--- src/rtl/io_pipe_register_pkg.sv ---
// Shared definitions for io_pipe_register: legal parameter ranges, the per-cycle
// stage operation and the Count width helper.
package io_pipe_register_pkg;

  localparam int WIDTH_MIN = 1;
  localparam int WIDTH_MAX = 64;
  localparam int DEPTH_MIN = 1;
  localparam int DEPTH_MAX = 8;

  typedef enum logic [1:0] {
    OP_HOLD  = 2'd0,
    OP_SHIFT = 2'd1,
    OP_SET   = 2'd2,
    OP_CLEAR = 2'd3
  } stage_op_e;

  // Bits needed to hold 0..d inclusive, i.e. clog2(d+1), never less than one.
  function automatic int count_width(input int d);
    int w;
    w = 1;
    while ((1 << w) < (d + 1)) w++;
    return w;
  endfunction

  // Clear outranks Set, which outranks Enable.
  function automatic stage_op_e decode_op(input logic clear, input logic set,
                                          input logic enable);
    if (clear)       return OP_CLEAR;
    else if (set)    return OP_SET;
    else if (enable) return OP_SHIFT;
    else             return OP_HOLD;
  endfunction

endpackage

--- src/rtl/io_pipe_register_if.sv ---
// Control, data and status bundle of io_pipe_register; the master side drives the
// pipeline, the slave side is the pipeline itself.
interface io_pipe_register_if
  import io_pipe_register_pkg::*;
#(
  parameter int width = 32,
  parameter int depth = 2
) ();

  localparam int CW = count_width(depth);

  logic             Clear;
  logic             Set;
  logic             Enable;
  logic             InValid;
  logic [width-1:0] In;
  logic [width-1:0] Out;
  logic             OutValid;
  logic [CW-1:0]    Count;
  logic             Empty;

  modport master (
    output Clear, Set, Enable, InValid, In,
    input  Out, OutValid, Count, Empty
  );

  modport slave (
    input  Clear, Set, Enable, InValid, In,
    output Out, OutValid, Count, Empty
  );

endinterface

--- src/rtl/io_pipe_stage.sv ---
// One pipeline stage: width data bits plus a valid flag, with synchronous clear,
// preset and enable. The last stage is marked for packing into the IO pad flop.
module io_pipe_stage
  import io_pipe_register_pkg::*;
#(
  parameter int               width      = 32,
  parameter logic [width-1:0] resetvalue = {width{1'b0}},
  parameter logic [width-1:0] setvalue   = {width{1'b1}},
  parameter bit               is_last    = 1'b0
) (
  input  logic             Clock,
  input  logic             Reset,
  input  logic             i_clear,
  input  logic             i_set,
  input  logic             i_enable,
  input  logic [width-1:0] i_data,
  input  logic             i_valid,
  output logic [width-1:0] o_data,
  output logic             o_valid
);

  stage_op_e        w_op;
  logic [width-1:0] w_next_data;
  logic             w_next_valid;

  // NOTE: defaults first so every path assigns both signals; otherwise a latch is inferred.
  always_comb begin
    w_op         = decode_op(i_clear, i_set, i_enable);
    w_next_data  = o_data;
    w_next_valid = o_valid;
    case (w_op)
      OP_CLEAR: begin
        w_next_data  = resetvalue;
        w_next_valid = 1'b0;
      end
      OP_SET:   w_next_data = setvalue;
      OP_SHIFT: begin
        w_next_data  = i_data;
        w_next_valid = i_valid;
      end
      default: ;
    endcase
  end

  if (is_last) begin : g_pad
    (* IOB = "TRUE" *) logic [width:0] r_stage;

    // NOTE: non-blocking assignments in clocked blocks so all stages sample pre-edge values.
    always_ff @(posedge Clock or negedge Reset) begin
      if (!Reset) r_stage <= {resetvalue, 1'b0};
      else        r_stage <= {w_next_data, w_next_valid};
    end

    assign {o_data, o_valid} = r_stage;
  end else begin : g_core
    logic [width:0] r_stage;

    always_ff @(posedge Clock or negedge Reset) begin
      if (!Reset) r_stage <= {resetvalue, 1'b0};
      else        r_stage <= {w_next_data, w_next_valid};
    end

    assign {o_data, o_valid} = r_stage;
  end

endmodule

--- src/rtl/io_pipe_register.sv ---
// Parameterised IO pipeline register: depth stages of data+valid, plus a registered
// count of valid stages. All outputs come straight from flops or decode of flops.
module io_pipe_register
  import io_pipe_register_pkg::*;
#(
  parameter int               width      = 32,
  parameter int               depth      = 2,
  parameter logic [width-1:0] resetvalue = {width{1'b0}},
  parameter logic [width-1:0] setvalue   = {width{1'b1}}
) (
  input logic              Clock,
  input logic              Reset,
  io_pipe_register_if.slave bus
);

  localparam int            CW      = count_width(depth);
  localparam logic [CW-1:0] DEPTH_C = CW'(depth);

  if (depth < DEPTH_MIN || depth > DEPTH_MAX) begin : g_bad_depth
    $fatal(1, "io_pipe_register: depth out of range");
  end
  if (width < WIDTH_MIN || width > WIDTH_MAX) begin : g_bad_width
    $fatal(1, "io_pipe_register: width out of range");
  end

  logic [width-1:0] w_in_data [depth];
  logic [depth-1:0] w_in_valid;
  logic [width-1:0] w_data    [depth];
  logic [depth-1:0] w_valid;
  stage_op_e        w_op;
  logic [CW-1:0]    r_count;

  assign w_in_data[0]  = bus.In;
  assign w_in_valid[0] = bus.InValid;

  for (genvar i = 0; i < depth; i++) begin : g_stage
    if (i > 0) begin : g_link
      assign w_in_data[i]  = w_data[i-1];
      assign w_in_valid[i] = w_valid[i-1];
    end

    io_pipe_stage #(
      .width      (width),
      .resetvalue (resetvalue),
      .setvalue   (setvalue),
      .is_last    (i == depth - 1)
    ) u_stage (
      .Clock    (Clock),
      .Reset    (Reset),
      .i_clear  (bus.Clear),
      .i_set    (bus.Set),
      .i_enable (bus.Enable),
      .i_data   (w_in_data[i]),
      .i_valid  (w_in_valid[i]),
      .o_data   (w_data[i]),
      .o_valid  (w_valid[i])
    );
  end

  assign w_op = decode_op(bus.Clear, bus.Set, bus.Enable);

  // Count tracks the valid shift: one in without one out grows it, and vice versa.
  always_ff @(posedge Clock or negedge Reset) begin
    if (!Reset) begin
      r_count <= '0;
    end else begin
      case (w_op)
        OP_CLEAR: r_count <= '0;
        OP_SHIFT: begin
          if (bus.InValid && !w_valid[depth-1] && r_count != DEPTH_C)
            r_count <= r_count + 1'b1;
          else if (!bus.InValid && w_valid[depth-1] && r_count != '0)
            r_count <= r_count - 1'b1;
        end
        default: ;
      endcase
    end
  end

  assign bus.Out      = w_data[depth-1];
  assign bus.OutValid = w_valid[depth-1];
  assign bus.Count    = r_count;
  assign bus.Empty    = (r_count == '0);

  a_count_matches_valids : assert property (
    @(posedge Clock) disable iff (!Reset) 32'(r_count) == $countones(w_valid)
  );

endmodule

--- src/flat_wrapper.sv ---
// flat-port wrapper written by rule: the top's interface ports become plain ports
module io_pipe_register_flat import io_pipe_register_pkg::*;
#(
  parameter int               width      = 32,
  parameter int               depth      = 2,
  parameter logic [width-1:0] resetvalue = {width{1'b0}},
  parameter logic [width-1:0] setvalue   = {width{1'b1}}
)
  (Clock, Reset, bus_Clear, bus_Set, bus_Enable, bus_InValid, bus_In, bus_Out, bus_OutValid, bus_Count, bus_Empty);
  io_pipe_register_if #(.width(width), .depth(depth)) bus_i ();
  input logic Clock;
  input logic Reset;
  input wire logic [$bits(bus_i.Clear)-1:0] bus_Clear;
  input wire logic [$bits(bus_i.Set)-1:0] bus_Set;
  input wire logic [$bits(bus_i.Enable)-1:0] bus_Enable;
  input wire logic [$bits(bus_i.InValid)-1:0] bus_InValid;
  input wire logic [$bits(bus_i.In)-1:0] bus_In;
  output wire logic [$bits(bus_i.Out)-1:0] bus_Out;
  output wire logic [$bits(bus_i.OutValid)-1:0] bus_OutValid;
  output wire logic [$bits(bus_i.Count)-1:0] bus_Count;
  output wire logic [$bits(bus_i.Empty)-1:0] bus_Empty;
  assign bus_i.Clear = bus_Clear;
  assign bus_i.Set = bus_Set;
  assign bus_i.Enable = bus_Enable;
  assign bus_i.InValid = bus_InValid;
  assign bus_i.In = bus_In;
  assign bus_Out = bus_i.Out;
  assign bus_OutValid = bus_i.OutValid;
  assign bus_Count = bus_i.Count;
  assign bus_Empty = bus_i.Empty;
  io_pipe_register #(.width(width), .depth(depth), .resetvalue(resetvalue), .setvalue(setvalue)) u_core (.Clock(Clock), .Reset(Reset), .bus(bus_i));
endmodule
--- config.mk ---
export PLATFORM = sky130hd
export DESIGN_NAME = io_pipe_register_flat
export DESIGN_NICKNAME = d
export VERILOG_FILES = /design/src/rtl/io_pipe_register_pkg.sv /design/src/rtl/io_pipe_register_if.sv /design/src/rtl/io_pipe_stage.sv /design/src/rtl/io_pipe_register.sv /design/src/flat_wrapper.sv
export SDC_FILE = /design/constraint.sdc
export NUM_CORES = 1
export LEC_CHECK = 0
export ABC_AREA = 1
export BUFFER_PORTS_ARGS = -buffer_cell sky130_fd_sc_hd__clkbuf_2
export CELL_PAD_IN_SITES_DETAIL_PLACEMENT = 0
export CELL_PAD_IN_SITES_GLOBAL_PLACEMENT = 2
export CORE_ASPECT_RATIO = 0.7
export CORE_MARGIN = 4
export CORE_UTILIZATION = 33
export CTS_CLUSTER_DIAMETER = 100
export CTS_CLUSTER_SIZE = 40
export DETAILED_ROUTE_END_ITERATION = 6
export PLACE_DENSITY_LB_ADDON = 0.1
export SLEW_MARGIN = 20
export SYNTH_ARGS = -nofsm -noshare
export SYNTH_HDL_FRONTEND = slang
export SYNTH_HIERARCHICAL = 1
export SYNTH_SLANG_ARGS = --single-unit
export TNS_END_PERCENT = 1
--- constraint.sdc ---
create_clock -name Clock -period 2.65 [get_ports Clock]
set_clock_uncertainty 0.1 [all_clocks]
set_input_delay 0.53 -clock Clock [delete_from_list [all_inputs] [get_ports Clock]]
set_output_delay 0.53 -clock Clock [all_outputs]
set_load 0.01 [all_outputs]
==> results.yml, run 1 <==
detailed_routing:
  ant_nets: 0
  wl_met2_um: 3700
  vias_per_cell: 4.43
  met3_length_um: 444
  vias: 3032
  wirelength_um: 8840
  dr.pass1.iters: 4
  drcViolationCount: 0
  highest_layer: "met4"
  wirelength_met1_um: 4590
  dr.first_iter.drc_count: 155
  wire_per_inst_um: 12.9
critical_path:
  worstReg2RegStart: "u_core/g_stage[1].u_stage/g_pad.r_stage[0]"
  crit_arrival_ns: 2.04
  worstPathMaxFanout: 32
  required_ns: 2.82
  cpMaxStageDelayCell: "nor2_8"
  r2r_end: "u_core/bus.Count[1]"
  slowest_delay_ns: 0.44
  cp-start-kind: "input port"
  endpoint: "u_core/g_stage[1].u_stage/g_pad.r_stage[11]"
  cp-end-kind: "flop"
  cp-startpoint: "bus_Set"
  r2r_cells: 7
  critPathKind: "in -> reg"
  crit_chain: "clkbuf_2, inv_1, nand2_1, nand2_1, inv_1, ha_1, nor2_8, nand2_1, nand2_1"
  cp_common_cell: "nand2_1"
  rrSetupSlack_ns: 1.52
synthesis:
  synth_seq_cells: 68
  synth_seq_area_share_pct: 48.2
  synth_nets: 529
  avgSynthCellArea_um2: 7.27
  synth_area_um2: 3530
  synth_warnings: 6
  syn_inst: 485
  yosysUniqueCellTypes: 15
global_route:
  antenna_found_initial: 0
  track_usage_pct: 15.3
  grt_pass1_wl_um: 15200
  grt_pass1_vias: 3168
  grt_overflow: 0
  grt_max_degree: 69
clocking:
  cts_root_buf: "clkbuf_16"
  cts_setup_buffers: 0
  postCtsHoldBufs: 0
  cts.clk_slew.worst_paths_ns: 0.05
  htree_num_levels: 3
  cts_resized: 0
  clock_latency_ns: 0.33
  cts_inserted_buffers: 9
  cts.sinks: 68
  clockBufferDepth: 2
  cts_tree: "yes"
power:
  comb_power_share_pct: 13.4
  power_frac_seq_pct: 42.2
  p_leak_nw: 2.58
  vdd_ir_drop_max_v: 0.000319
  clockPowerShare_pct: 44.4
  p_int_mw: 2.02
  p_sw_share_pct: 26.7
  power_density_nw_per_um2: 658
  p_sw_mw: 0.735
floorplan:
  die_area_um2: 12400
  coreArea_um2: 10400
  die_h_um: 94.5
  num_rows: 31
  initial_core_util_pct: 33.9
  die_w_um: 132
  io_pins: 74
final_layout:
  diodes: 0
  final_core_util_pct: 40.3
  syn_to_final_growth_pct: 18.8
  drive_above_1_share_pct: 20.1
  final_common_cell: "nand2_1"
  most-common-layout-cells: "nand2_1, clkbuf_2, dfrtp_1"
  nets: 591
sta:
  report.final.hold_viol_count: 0
  max_freq_mhz: 535
  slew_violations: 0
  finalSetupViolCount: 0
  grt_setup_unrepaired: "no"
  worst_slew_pin_slew_ns: 0.902
  setup_tns_ns: 0
  final.min_clock_period_ns: 1.87
  holdWs_ns: 0.211
  finalCritPeriodShare_pct: 70.6
  slew_headroom_pct: 39.9
run_status:
  outcome: "completed"
placement:
  routabilityCongestion: 0.753
  place_hpwl_um: 5710
  numPortBuffers: 73
flow_run:
  max_cap_viol_count: 0
min_path:
  hold_path.class: "in -> async"
==> per-layer routing <==
layer | global-route usage (%) | up-vias
li1 | - | 1554
met2 | 23.8 | 62
met1 | 20.9 | 1405
met4 | 4.20 | 0
met3 | 4.53 | 11
met5 | 0 | -
==> stage by stage <==
stage	power (mW)	area [µm²]	setup slack [ns]	std cells
detailed placement	1.56	3880	0.420	668
finish	2.76	4190	0.780	684
global route	2.90	4190	0.605	684
global placement	1.56	3880	0.451	668
CTS	2.81	4190	0.764	684
floorplan	1.43	3530	1.00	485
==> synthesized netlist by cell type <==
library cell | n | area (µm²)
nand3_1 | 7 | 35.0
nand4_1 | 1 | 6.26
buf_4 | 2 | 15.0
nand2_2 | 4 | 25.0
ha_1 | 6 | 75.1
nor2_8 | 3 | 60.1
nor2_1 | 5 | 18.8
inv_1 | 12 | 45.0
nor2_2 | 1 | 6.26
nor2_4 | 1 | 11.3
nand2_1 | 341 | 1280
inv_2 | 8 | 30.0
buf_2 | 12 | 60.1
dfrtp_1 | 68 | 1700
buf_6 | 14 | 158
==> flip-flops by register name, indices dropped and copies added (netlist names) <==
signal,count
u_core/g_stage.u_stage/g_core.r_stage,33
u_core/bus.Count,2
u_core/g_stage.u_stage/g_pad.r_stage,33
==> power groups by stage <==
stage	Sequential (mW)	Clock (mW)	Combinational [mW]
2_1_floorplan	1.19	0	0.240
3_3_place_gp	1.18	0	0.378
3_5_place_dp	1.18	0	0.382
4_1_cts	1.16	1.26	0.383
5_1_grt	1.17	1.30	0.430
6_report	1.16	1.22	0.370
==> worst max-delay path: cells and delay by family <==
kind                     cells  cell delay (ns)
adder cells (fa/ha/maj)      1             0.36
AND/OR/NAND/NOR              5             0.81
buffers and inverters        3             0.32
==> worst min-delay path by stage <==
stage                                                 startpoint                                            to  slack [ns]
floorplan                                                  Reset                           u_core/bus.Count[0]        0.13
global placement    u_core/g_stage[0].u_stage/g_core.r_stage[21]  u_core/g_stage[0].u_stage/g_core.r_stage[21]        0.36
detailed placement  u_core/g_stage[0].u_stage/g_core.r_stage[21]  u_core/g_stage[0].u_stage/g_core.r_stage[21]        0.36
CTS                                                        Reset   u_core/g_stage[1].u_stage/g_pad.r_stage[18]        0.28
global route                                               Reset   u_core/g_stage[1].u_stage/g_pad.r_stage[18]        0.33
finish                                                     Reset   u_core/g_stage[1].u_stage/g_pad.r_stage[18]        0.21
==> layout make-up <==
cell class	instances	area, µm²
clock inverters	4	47.5
inverters	20	75.1
fillers	1151	6210
well taps	132	165
multi-input cells	369	1520
clock buffers	12	256
flip-flops and latches	68	1700
repair buffers	79	425
==> kinds of logic (layout without fill, tap and decap cells) <==
| family | count (synthesis) | count (layout) | synth area share, % |
|---|---|---|---|
| simple gates | 363 | 363 | 40.9 |
| fa+ha+maj | 6 | 6 | 2.13 |
| flops | 68 | 68 | 48.2 |
| buf+inv | 48 | 115 | 8.73 |
Power figures use the tool's default switching activity.
==> run 2, diff against run 1 <==
- CORE_UTILIZATION: 33 -> 27
- clock period: 2.65 -> 1.6 ns (I/O delays scaled with it)
==> results.yml, run 2 (same netlist as run 1, synthesis figures left out) <==
critical_path:
  crit_arrival_ns: 1.10
  cp-end-kind: "output port"
  cp-start-kind: "flop"
  r2r_end: "u_core/bus.Count[1]"
  slowest_delay_ns: 0.43
  cp_common_cell: "inv_1"
  r2r_cells: 7
  required_ns: 1.18
  cpMaxStageDelayCell: "dfrtp_1"
  worstPathMaxFanout: 5
  worstReg2RegStart: "u_core/bus.Count[1]"
  critPathKind: "reg -> out"
  rrSetupSlack_ns: 0.45
  crit_chain: "inv_1, nand2_1, inv_1, clkbuf_2"
min_path:
  hp-start: "bus_In[11]"
  holdPathStages: 5
  whs_endpoint: "u_core/g_stage[0].u_stage/g_core.r_stage[12]"
  hold_path.class: "in -> reg"
floorplan:
  io_pins: 74
  die_w_um: 145
  die_area_um2: 15000
  die_h_um: 104
  coreArea_um2: 12600
  num_rows: 34
  initial_core_util_pct: 28.0
detailed_routing:
  vias_per_cell: 4.22
  wirelength_um: 9260
  ant_nets: 0
  vias: 3074
  dr.first_iter.drc_count: 129
  wire_per_inst_um: 12.7
  drcViolationCount: 0
  dr.pass1.iters: 4
final_layout:
  drive_above_1_share_pct: 21.9
  final_common_cell: "nand2_1"
  final_core_util_pct: 35.5
  most-common-layout-cells: "nand2_1, clkbuf_2, dfrtp_1"
  syn_to_final_growth_pct: 26.7
  final_area_um2: 4470
  nets: 607
  diodes: 0
  finalNonFillerCells: 729
sta:
  final.min_clock_period_ns: 1.52
  setup_tns_ns: 0
  slew_violations: 0
  finalCritPeriodShare_pct: 94.9
  slew_headroom_pct: 73.0
  finalSetupViolCount: 0
  report.final.hold_viol_count: 0
  worst_slew_pin_slew_ns: 0.405
  max_freq_mhz: 658
power:
  clockPowerShare_pct: 42.5
  total_power_mw: 4.60
  p_sw_share_pct: 26.3
  p_leak_nw: 2.69
  power_density_nw_per_um2: 1030
  p_sw_mw: 1.21
  vdd_ir_drop_max_v: 0.000486
  comb_power_share_pct: 15.7
  p_int_mw: 3.39
  power_frac_seq_pct: 41.9
global_route:
  grt_use_met2_pct: 20.6
  grt_overflow: 0
  grt_pass1_wl_um: 16400
  met1_usage_pct: 19.3
  antenna_found_initial: 0
  grt_max_degree: 33
  grt_pass1_vias: 3340
  grtUsageMet3_pct: 4.56
  grt_busiest_layer: "met2"
  track_usage_pct: 13.8
clocking:
  htree_num_levels: 3
  cts_resized: 0
  cts_root_buf: "clkbuf_16"
  clock_latency_ns: 0.33
  clockBufferDepth: 2
  cts_inserted_buffers: 9
  cts.clk_slew.worst_paths_ns: 0.05
  cts_tree: "yes"
  cts.sinks: 68
placement:
  dp_cells: 712
  numPortBuffers: 73
  routabilityCongestion: 0.719
  dpl_cell_area_um2: 4170
  place_hpwl_um: 6340
flow_run:
  max_cap_viol_count: 0
run_status:
  outcome: "completed"
run 2: stage by stage:
step / worst slack [ns] / hold slack, ns
final: 0.0813 / 0.176
after detailed placement: -0.127 / 0.182
after CTS: 0.0685 / 0.164
after floorplan: 0.160 / -0.0756
after global placement: -0.125 / 0.185
after global routing: -0.0120 / 0.189
run 2: layout make-up:
type | count | area [µm²]
Fill cell | 1404 | 8120
Clock buffer | 13 | 250
Clock inverter | 2 | 35.0
Inverter | 20 | 75.1
Sequential cell | 68 | 1700
Timing Repair Buffer | 95 | 686
Multi-Input combinational cell | 369 | 1520
Tap cell | 162 | 203
run 2: routing by layer:
| layer | wire [µm] | up-vias |
|---|---|---|
| li1 | - | 1591 |
| met2 | 3970 | 56 |
| met1 | 4730 | 1421 |
| met5 | 0 | - |
| met4 | 60 | 0 |
| met3 | 499 | 6 |
run 2: critical path: cells and delay by family, from the launching register on:
kind	cells	cell delay (ns)
flip-flops	1	0.43
buffers and inverters	3	0.26
AND/OR/NAND/NOR	1	0.08
run 2: power groups by stage:
| stage | Combinational [mW] | Clock, mW | Sequential, mW |
|---|---|---|---|
| after floorplan | 0.397 | 0 | 1.98 |
| after global placement | 0.741 | 0 | 1.96 |
| after detailed placement | 0.741 | 0 | 1.96 |
| after CTS | 0.745 | 2.03 | 1.93 |
| after global routing | 0.833 | 2.10 | 1.95 |
| final | 0.720 | 1.95 | 1.93 |
run 2: how the worst max path moves through the flow:
stage / from / endpoint / cells past startpoint
floorplan: bus_Set / u_core/g_stage[0].u_stage/g_core.r_stage[10] / 9
global placement: bus_Set / u_core/g_stage[1].u_stage/g_pad.r_stage[26] / 10
detailed placement: bus_Set / u_core/g_stage[1].u_stage/g_pad.r_stage[27] / 10
CTS: u_core/bus.Count[1] / bus_Empty / 4
global route: u_core/bus.Count[1] / bus_Empty / 4
finish: u_core/bus.Count[1] / bus_Empty / 4
run 2: repair_timing:
action / in CTS / in global routing
endpoints found under the setup margin: 0 / 1
hold buffers: 1 / 0
buffers inserted: 0 / 1
hold endpoints to repair: 25 / 0
